--- config.mk ---
export PLATFORM = sky130hd
export DESIGN_NAME = planificador_sensores_flat
export DESIGN_NICKNAME = d
export VERILOG_FILES = /design/src/rtl/planificador_sensores_if.sv /design/src/rtl/planificador_sensores.sv /design/src/flat_wrapper.sv
export SDC_FILE = /design/constraint.sdc
export NUM_CORES = 1
export LEC_CHECK = 0
export CORE_UTILIZATION = 30
export CTS_CLUSTER_DIAMETER = 150
export DETAILED_ROUTE_END_ITERATION = 16
export GPL_TIMING_DRIVEN = 1
export SLEW_MARGIN = 5
export SYNTH_ARGS = -nofsm -noshare
export SYNTH_HDL_FRONTEND = slang
export SYNTH_SLANG_ARGS = --single-unit
--- constraint.sdc ---
create_clock -name clk -period 2.55 [get_ports clk]
set_input_delay 0.765 -clock clk [delete_from_list [all_inputs] [get_ports clk]]
set_output_delay 0.765 -clock clk [all_outputs]
set_load 0.02 [all_outputs]
--- src/rtl/planificador_sensores_if.sv ---
`default_nettype none
// ============================================================================
//  Module      : planificador_sensores_if
//  Description : Result port of the sensor scheduler (valid/ready + payload).
//  Revision    : 1.0 - initial release
// ============================================================================
interface planificador_sensores_if #(
    parameter int CNT_W = 32
);
    logic             result_valid;
    logic             result_ready;
    logic [2:0]       result_ch;
    logic [CNT_W-1:0] result_count;
    logic [2:0]       result_code;

    modport master (
        output result_valid,
        output result_ch,
        output result_count,
        output result_code,
        input  result_ready
    );

    modport slave (
        input  result_valid,
        input  result_ch,
        input  result_count,
        input  result_code,
        output result_ready
    );
endinterface
`default_nettype wire

--- src/rtl/planificador_sensores.sv ---
`default_nettype none
// ============================================================================
//  Module      : planificador_sensores
//  Description : Round-robin falling-edge measurement scheduler for NUM_CH
//                sensor lines; optional channel mask via PLANIFICADOR_MASK_EN.
//  Revision    : 1.0 - initial release
// ============================================================================
module planificador_sensores #(
    parameter int NUM_CH        = 4,
    parameter int WINDOW_CYCLES = 25_000_000,
    parameter int SETTLE_CYCLES = 16,
    parameter int CNT_W         = 32,
    parameter int CODE_STEP     = 5
) (
    input  wire                     clk,
    input  wire                     rst,
    input  wire                     enable,
    input  wire  [NUM_CH-1:0]       sensor,
`ifdef PLANIFICADOR_MASK_EN
    input  wire  [NUM_CH-1:0]       ch_mask,
`endif
    planificador_sensores_if.master res,
    output logic [3*NUM_CH-1:0]     codes,
    output logic [2:0]              ch_sel,
    output logic                    busy
);

    localparam int c_TMR_MAX = (WINDOW_CYCLES > SETTLE_CYCLES) ? WINDOW_CYCLES : SETTLE_CYCLES;
    localparam int c_TMR_W   = $clog2(c_TMR_MAX + 1);

    localparam logic [1:0] c_IDLE    = 2'd0;
    localparam logic [1:0] c_SETTLE  = 2'd1;
    localparam logic [1:0] c_MEASURE = 2'd2;
    localparam logic [1:0] c_LATCH   = 2'd3;

    logic [1:0]          r_state;
    logic [c_TMR_W-1:0]  r_timer;
    logic [CNT_W-1:0]    r_count;
    logic                r_sync1, r_sync2, r_prev;
    logic [2:0]          r_ch_sel;
    logic                r_valid;
    logic [2:0]          r_res_ch;
    logic [CNT_W-1:0]    r_res_count;
    logic [2:0]          r_res_code;
    logic [3*NUM_CH-1:0] r_codes;

    logic [7:0]          w_sensor_ext;
    logic                w_edge;
    logic [CNT_W-1:0]    w_count_inc;
    logic [2:0]          w_next_ch;
    logic                w_any_ch;
    logic                w_cur_ok;
    logic                w_start;

    // Pad to 8 lanes so a 3-bit channel index is always in range.
    always_comb begin
        w_sensor_ext               = '1;
        w_sensor_ext[NUM_CH-1:0]   = sensor;
    end

`ifdef PLANIFICADOR_MASK_EN
    logic [7:0] w_mask_ext;
    logic [3:0] w_idx;
    logic       w_found;

    // Upward search with wrap for the next enabled channel after ch_sel.
    always_comb begin
        w_mask_ext             = '0;
        w_mask_ext[NUM_CH-1:0] = ch_mask;
        w_next_ch              = r_ch_sel;
        w_found                = 1'b0;
        w_idx                  = '0;
        for (int i = 1; i <= NUM_CH; i++) begin
            w_idx = {1'b0, r_ch_sel} + 4'(i);
            if (w_idx >= 4'(NUM_CH))
                w_idx = w_idx - 4'(NUM_CH);
            if (!w_found && w_mask_ext[w_idx[2:0]]) begin
                w_next_ch = w_idx[2:0];
                w_found   = 1'b1;
            end
        end
    end
    assign w_any_ch = |ch_mask;
    assign w_cur_ok = w_mask_ext[r_ch_sel];
`else
    assign w_next_ch = (r_ch_sel == 3'(NUM_CH - 1)) ? 3'd0 : r_ch_sel + 3'd1;
    assign w_any_ch  = 1'b1;
    assign w_cur_ok  = 1'b1;
`endif

    assign w_start     = enable & w_any_ch;
    assign w_edge      = r_prev & ~r_sync2;
    assign w_count_inc = (w_edge && (r_count != {CNT_W{1'b1}})) ? r_count + CNT_W'(1) : r_count;

    // Threshold compare chain: code k once count reaches k*CODE_STEP, capped at 7.
    function automatic logic [2:0] quantise(input logic [CNT_W-1:0] cnt);
        logic [2:0] q;
        q = 3'd0;
        for (int k = 1; k <= 7; k++)
            if (cnt >= CNT_W'(k * CODE_STEP))
                q = 3'(k);
        return q;
    endfunction

    always_ff @(posedge clk or negedge rst) begin
        if (!rst) begin
            r_sync1 <= 1'b1;
            r_sync2 <= 1'b1;
            r_prev  <= 1'b1;
        end else begin
            r_sync1 <= w_sensor_ext[r_ch_sel];
            r_sync2 <= r_sync1;
            r_prev  <= r_sync2;
        end
    end

    always_ff @(posedge clk or negedge rst) begin
        if (!rst) begin
            r_state     <= c_IDLE;
            r_timer     <= '0;
            r_count     <= '0;
            r_ch_sel    <= '0;
            r_valid     <= 1'b0;
            r_res_ch    <= '0;
            r_res_count <= '0;
            r_res_code  <= '0;
            r_codes     <= '0;
        end else begin
            case (r_state)
                c_IDLE: begin
                    r_timer <= '0;
                    r_count <= '0;
                    if (w_start) begin
                        r_state <= c_SETTLE;
                        if (!w_cur_ok)
                            r_ch_sel <= w_next_ch;
                    end
                end
                c_SETTLE: begin
                    r_count <= '0;
                    if (!enable) begin
                        r_state <= c_IDLE;
                        r_timer <= '0;
                    end else if (r_timer == c_TMR_W'(SETTLE_CYCLES - 1)) begin
                        r_state <= c_MEASURE;
                        r_timer <= '0;
                    end else begin
                        r_timer <= r_timer + c_TMR_W'(1);
                    end
                end
                c_MEASURE: begin
                    if (!enable) begin
                        r_state <= c_IDLE;
                        r_timer <= '0;
                        r_count <= '0;
                    end else if (r_timer == c_TMR_W'(WINDOW_CYCLES - 1)) begin
                        // Final cycle's edge is folded into the latched result.
                        r_state     <= c_LATCH;
                        r_timer     <= '0;
                        r_count     <= w_count_inc;
                        r_valid     <= 1'b1;
                        r_res_count <= w_count_inc;
                        r_res_code  <= quantise(w_count_inc);
                        r_res_ch    <= r_ch_sel;
                    end else begin
                        r_count <= w_count_inc;
                        r_timer <= r_timer + c_TMR_W'(1);
                    end
                end
                default: begin
                    if (res.result_ready) begin
                        r_valid  <= 1'b0;
                        r_count  <= '0;
                        r_ch_sel <= w_next_ch;
                        for (int i = 0; i < NUM_CH; i++)
                            if (r_res_ch == 3'(i))
                                r_codes[3*i +: 3] <= r_res_code;
                        r_state  <= (enable && w_any_ch) ? c_SETTLE : c_IDLE;
                    end
                end
            endcase
        end
    end

    assign res.result_valid = r_valid;
    assign res.result_ch    = r_res_ch;
    assign res.result_count = r_res_count;
    assign res.result_code  = r_res_code;
    assign codes            = r_codes;
    assign ch_sel           = r_ch_sel;
    assign busy             = (r_state != c_IDLE);

endmodule
`default_nettype wire
--- src/flat_wrapper.sv ---
// flat-port wrapper written by rule: the top's interface ports become plain ports
module planificador_sensores_flat 
#(
    parameter int NUM_CH        = 4,
    parameter int WINDOW_CYCLES = 25_000_000,
    parameter int SETTLE_CYCLES = 16,
    parameter int CNT_W         = 32,
    parameter int CODE_STEP     = 5
)
  (clk, rst, enable, sensor, codes, ch_sel, busy, res_result_valid, res_result_ch, res_result_count, res_result_code, res_result_ready);
  planificador_sensores_if #(.CNT_W(CNT_W)) res_i ();
  input  wire clk;
  input  wire rst;
  input  wire enable;
  input  wire  [NUM_CH-1:0] sensor;
  output logic [3*NUM_CH-1:0] codes;
  output logic [2:0] ch_sel;
  output logic busy;
  output wire logic [$bits(res_i.result_valid)-1:0] res_result_valid;
  output wire logic [$bits(res_i.result_ch)-1:0] res_result_ch;
  output wire logic [$bits(res_i.result_count)-1:0] res_result_count;
  output wire logic [$bits(res_i.result_code)-1:0] res_result_code;
  input wire logic [$bits(res_i.result_ready)-1:0] res_result_ready;
  assign res_result_valid = res_i.result_valid;
  assign res_result_ch = res_i.result_ch;
  assign res_result_count = res_i.result_count;
  assign res_result_code = res_i.result_code;
  assign res_i.result_ready = res_result_ready;
  planificador_sensores #(.NUM_CH(NUM_CH), .WINDOW_CYCLES(WINDOW_CYCLES), .SETTLE_CYCLES(SETTLE_CYCLES), .CNT_W(CNT_W), .CODE_STEP(CODE_STEP)) u_core (.clk(clk), .rst(rst), .enable(enable), .sensor(sensor), .res(res_i), .codes(codes), .ch_sel(ch_sel), .busy(busy));
endmodule
==> results.txt <==
Leaving out filler cells and counting taps, the final layout contains 1221. The unique cell type count in the Yosys netlist is 66. The number of enable-type register cells in the synthesized netlist is 0. The relative area change from synthesis to final layout is 37.79%. Cells fill a little over two fifths of the core in the end. Clock-pin slew was measured on the worst setup and hold paths at 0.06 ns. The via count normalized by instance count is about 5.2. The area of the die came out at 0.02312 mm². After synthesis the netlist holds a flip-flop and latch count of 116.

The first global-routing pass estimated between 30000 and 40000 µm of wire. Across the run, the number of max-cap violations was 0. After synthesis, the largest family of logic cells by area is simple AND/OR/NAND/NOR gates. The die is approximately 150 µm tall.

Entering global routing, the biggest net connects 45 pins. The post-route setup TNS is -0.1011 ns. The post-synthesis share of cell area spent on full adders, half adders and majority gates came out at between 1 and 1.5%. The startpoint-to-endpoint class of the critical path is flop to flop. The largest fanout on the critical path came out at 6.

The compound-gate portion of the synthesized area is approximately 18%. The mean instance size in the synthesized netlist came out at just under 9 µm². The routed design has between 15000 and 20000 µm of wire. The net count after synthesis came out at 790. The via count of the routed design came out at between 6000 and 7000. Synthesis handed over a netlist of roughly 780 instances. The post-detailed-route count of antenna-violating nets is 0.

For this run, the leading register cell type out of synthesis is dfrtp_1. The worst clock skew is roughly 0.0071 ns. Of the synthesized area, sequential elements account for ~43%.

The arrival time of data at the critical path endpoint came out at just under 3 ns. The static power due to leakage is about 4.0 nW. The total overflow left after global routing is 0. Once detailed placement completed, the half-perimeter wirelength came to around 14000 µm. In the routed design, unresolved DRC markers number 8. The clock tree synthesis step divided the H-tree into 4 levels.

The post-synthesis mux area share is ~3.7%. The count of fill cells added during filler insertion is 2121. The run finished, with violations left. The upper clock frequency limit came out at between 300 and 400 MHz.

The number of placed cells counting well taps came out at between 1000 and 1500. The via count of the first global-routing pass was 6196. STA classifies the critical path startpoint as a flop.

The cell row count came out at 54. The average detailed-routed wire length per instance came out at around 16 µm. The post-synthesis instance area came out at roughly 0.0068 mm². The number of antenna violations at the first check in global routing is 0. The count of pins over their slew limit came out at 0. The share of layout cells above drive strength 1 came out at about a quarter. The length of the first detailed-routing pass in iterations came out at 11.

Summing the areas of all and, or, nand and nor instances in the mapped netlist gives between 20% and 30% of the synthesized area. Routability-driven placement finished with a final weighted congestion of between 0.8 and 0.9. The area inside the core boundary came out at roughly 0.022 mm². The worst hold slack came out at just over 0.3 ns.

The path type of the worst min-delay path is primary input to async pin. The clock tree from TritonCTS is done. After synthesis, the share of flip-flops with an asynchronous set or reset is 100.0%.

The worst-case headroom to the max-slew limit is about 64%. The overall fraction of global-route tracks in use came out at 17.56%. Dividing total power by cell area gives a power density of 605.8 mW/mm². The overall die width came out at around 150 µm.

The final number of hold-violating endpoints came out at 0. After Yosys synthesis, XOR and XNOR cells account for 3.761% of the synthesized area. The number of nets in the layout is ~940.

The setup slack of the worst register-to-register path is -0.06 ns. In this run the deepest clock path goes through 2 buffers. The type of destination of the critical path is a flop. The critical path required time is approximately 2.9 ns. The CTS sink count is ~120. The library cell used as clock root buffer is clkbuf_16. Of the available clock period, the critical path in the final layout requires 102.5%. The final reports fail on design-rule violations, negative setup slack. The detailed router's first-iteration violation count came out at 500. Across the VDD grid, the largest voltage drop is roughly 0.48 mV.

The total of hold buffers inserted after clock tree synthesis is 0. The clock buffer count from CTS came out at 17. The count of warnings emitted by yosys is 0. The final critical-path required period is about 2.6 ns.

The initial core utilization came out at approximately 30%. The number of placed I/O pins came out at 63. At the pin with the least slew margin, the transition time is ~0.53 ns.

Setup repair after global routing could not meet its margin everywhere. The number of antenna diodes in the final layout is 0. During placement, the flow inserted port buffers numbering 62. The later pin in the worst-skew pair is clocked with a latency of 0.42 ns. The setup violation total in the final timing report came out at 2. The final setup slack of the worst path is -0.06256 ns.
[worst max-delay path: stages, from the launching register on]
cell     delay, ns
dfrtp_1       0.44
nand3_1       0.20
nor2_1        0.38
nand2_1       0.18
o31ai_2       0.35
nand4_1       0.21
nor4_4        0.36
nand4_1       0.18
o22a_1        0.21
[registers in the layout (all words and copies together) (netlist names), 2 cells and up]
name	flops
u_core.res.result_ch	3
u_core.res.result_code	3
u_core.ch_sel	3
u_core.r_timer	25
u_core.codes	12
u_core.r_state	2
u_core.res.result_count	32
u_core.r_count	32
[where the power goes]
| part | internal (W) | switching, W |
|---|---|---|
| Sequential | 0.00191 | 0.0000640 |
| Clock | 0.00164 | 0.000936 |
| Combinational | 0.000433 | 0.000649 |
[timing repair]
action                     CTS  global route
gates resized for setup      8            34
hold endpoints to repair     0             0
cloned                       0             0
pin swaps                    5             3
setup buffers                4             2
setup endpoints to repair    4            25
[per-stage QoR]
stage	instance area [µm²]	total power (W)	setup WS, ns
after CTS	9150	0.005658	-0.02294
after floorplan	6756	0.002603	0.01578
final	9306	0.005637	-0.06256
after global placement	8458	0.003042	-0.1639
after global routing	9306	0.005888	-0.1553
after detailed placement	8458	0.003059	-0.1149
[final timing paths]
check / end / cells after the start / start
setup / recovery: u_core.res.result_code[1] / 8 / u_core.r_count[13]
setup reg to reg: u_core.res.result_code[1] / 8 / u_core.r_count[13]
hold reg to reg: u_core.r_sync2 / 0 / u_core.r_sync1
hold / removal: u_core.res.result_count[23] / 1 / rst
max in group asynchronous: u_core.r_sync1 / 2 / rst
min in group clk: u_core.r_sync2 / 0 / u_core.r_sync1
[layout make-up]
cell class | instances | area, µm² | share of cell area (%)
Inverter | 12 | 45.04 | 0.4840
Sequential cell | 116 | 2909 | 31.26
Tap cell | 280 | 350.3 | 3.764
Clock inverter | 15 | 203.9 | 2.191
Clock buffer | 17 | 425.4 | 4.571
Multi-Input combinational cell | 592 | 3725 | 40.02
Timing Repair Buffer | 189 | 1648 | 17.71
[cell families after synthesis]
logic type / after synthesis
and+or+nand+nor: 327
buffers and inverters: 67
AOI/OAI and AO/OA: 207
adders and majority gates: 7
muxes: 22
DFF: 116
xor gates and xnor gates: 29
[cell usage after synthesis (16+ instances only)]
cell | number | area [µm²]
o21ai_0 | 119 | 595.6
dfrtp_1 | 113 | 2828
nand2_1 | 110 | 412.9
nor2_1 | 56 | 210.2
clkbuf_1 | 33 | 123.9
nand3_1 | 29 | 145.1
xnor2_1 | 25 | 219.0
and3_1 | 20 | 125.1
nor3_1 | 20 | 100.1
a21oi_1 | 18 | 90.09
nand4_1 | 18 | 112.6
o31ai_1 | 17 | 127.6
nor4_1 | 16 | 100.1
[cells in the final DEF (no fill, tap or decap), types with 5 or more instances in the layout]
cell type and n:
o211ai_1 5, o31ai_1 15, a21oi_1 17, o21ai_0 115, buf_12 5, nor4_1 13
and2_1 11, mux2i_1 7, inv_1 12, nor3_1 18, clkbuf_16 17, dfrtp_1 111
clkdlybuf4s50_1 60, xnor2_1 25, nand2_1 108, o21ai_1 6, nor2_1 56, or4_4 5
nor4_2 6, and3_1 19, ha_1 6, nand3_1 26, a31oi_1 14, nand4_1 18
clkinv_4 5, buf_4 120, mux2_2 14
[layer usage]
layer | up-vias | track usage (%) | wire, µm
met4 | 0 | 5.248 | 359
met5 | - | 0 | 0
met3 | 33 | 4.735 | 1158
li1 | 3127 | - | -
met1 | 3042 | 23.73 | 9275
met2 | 191 | 27.40 | 9153
No activity file was read; power rests on OpenSTA's default activity.
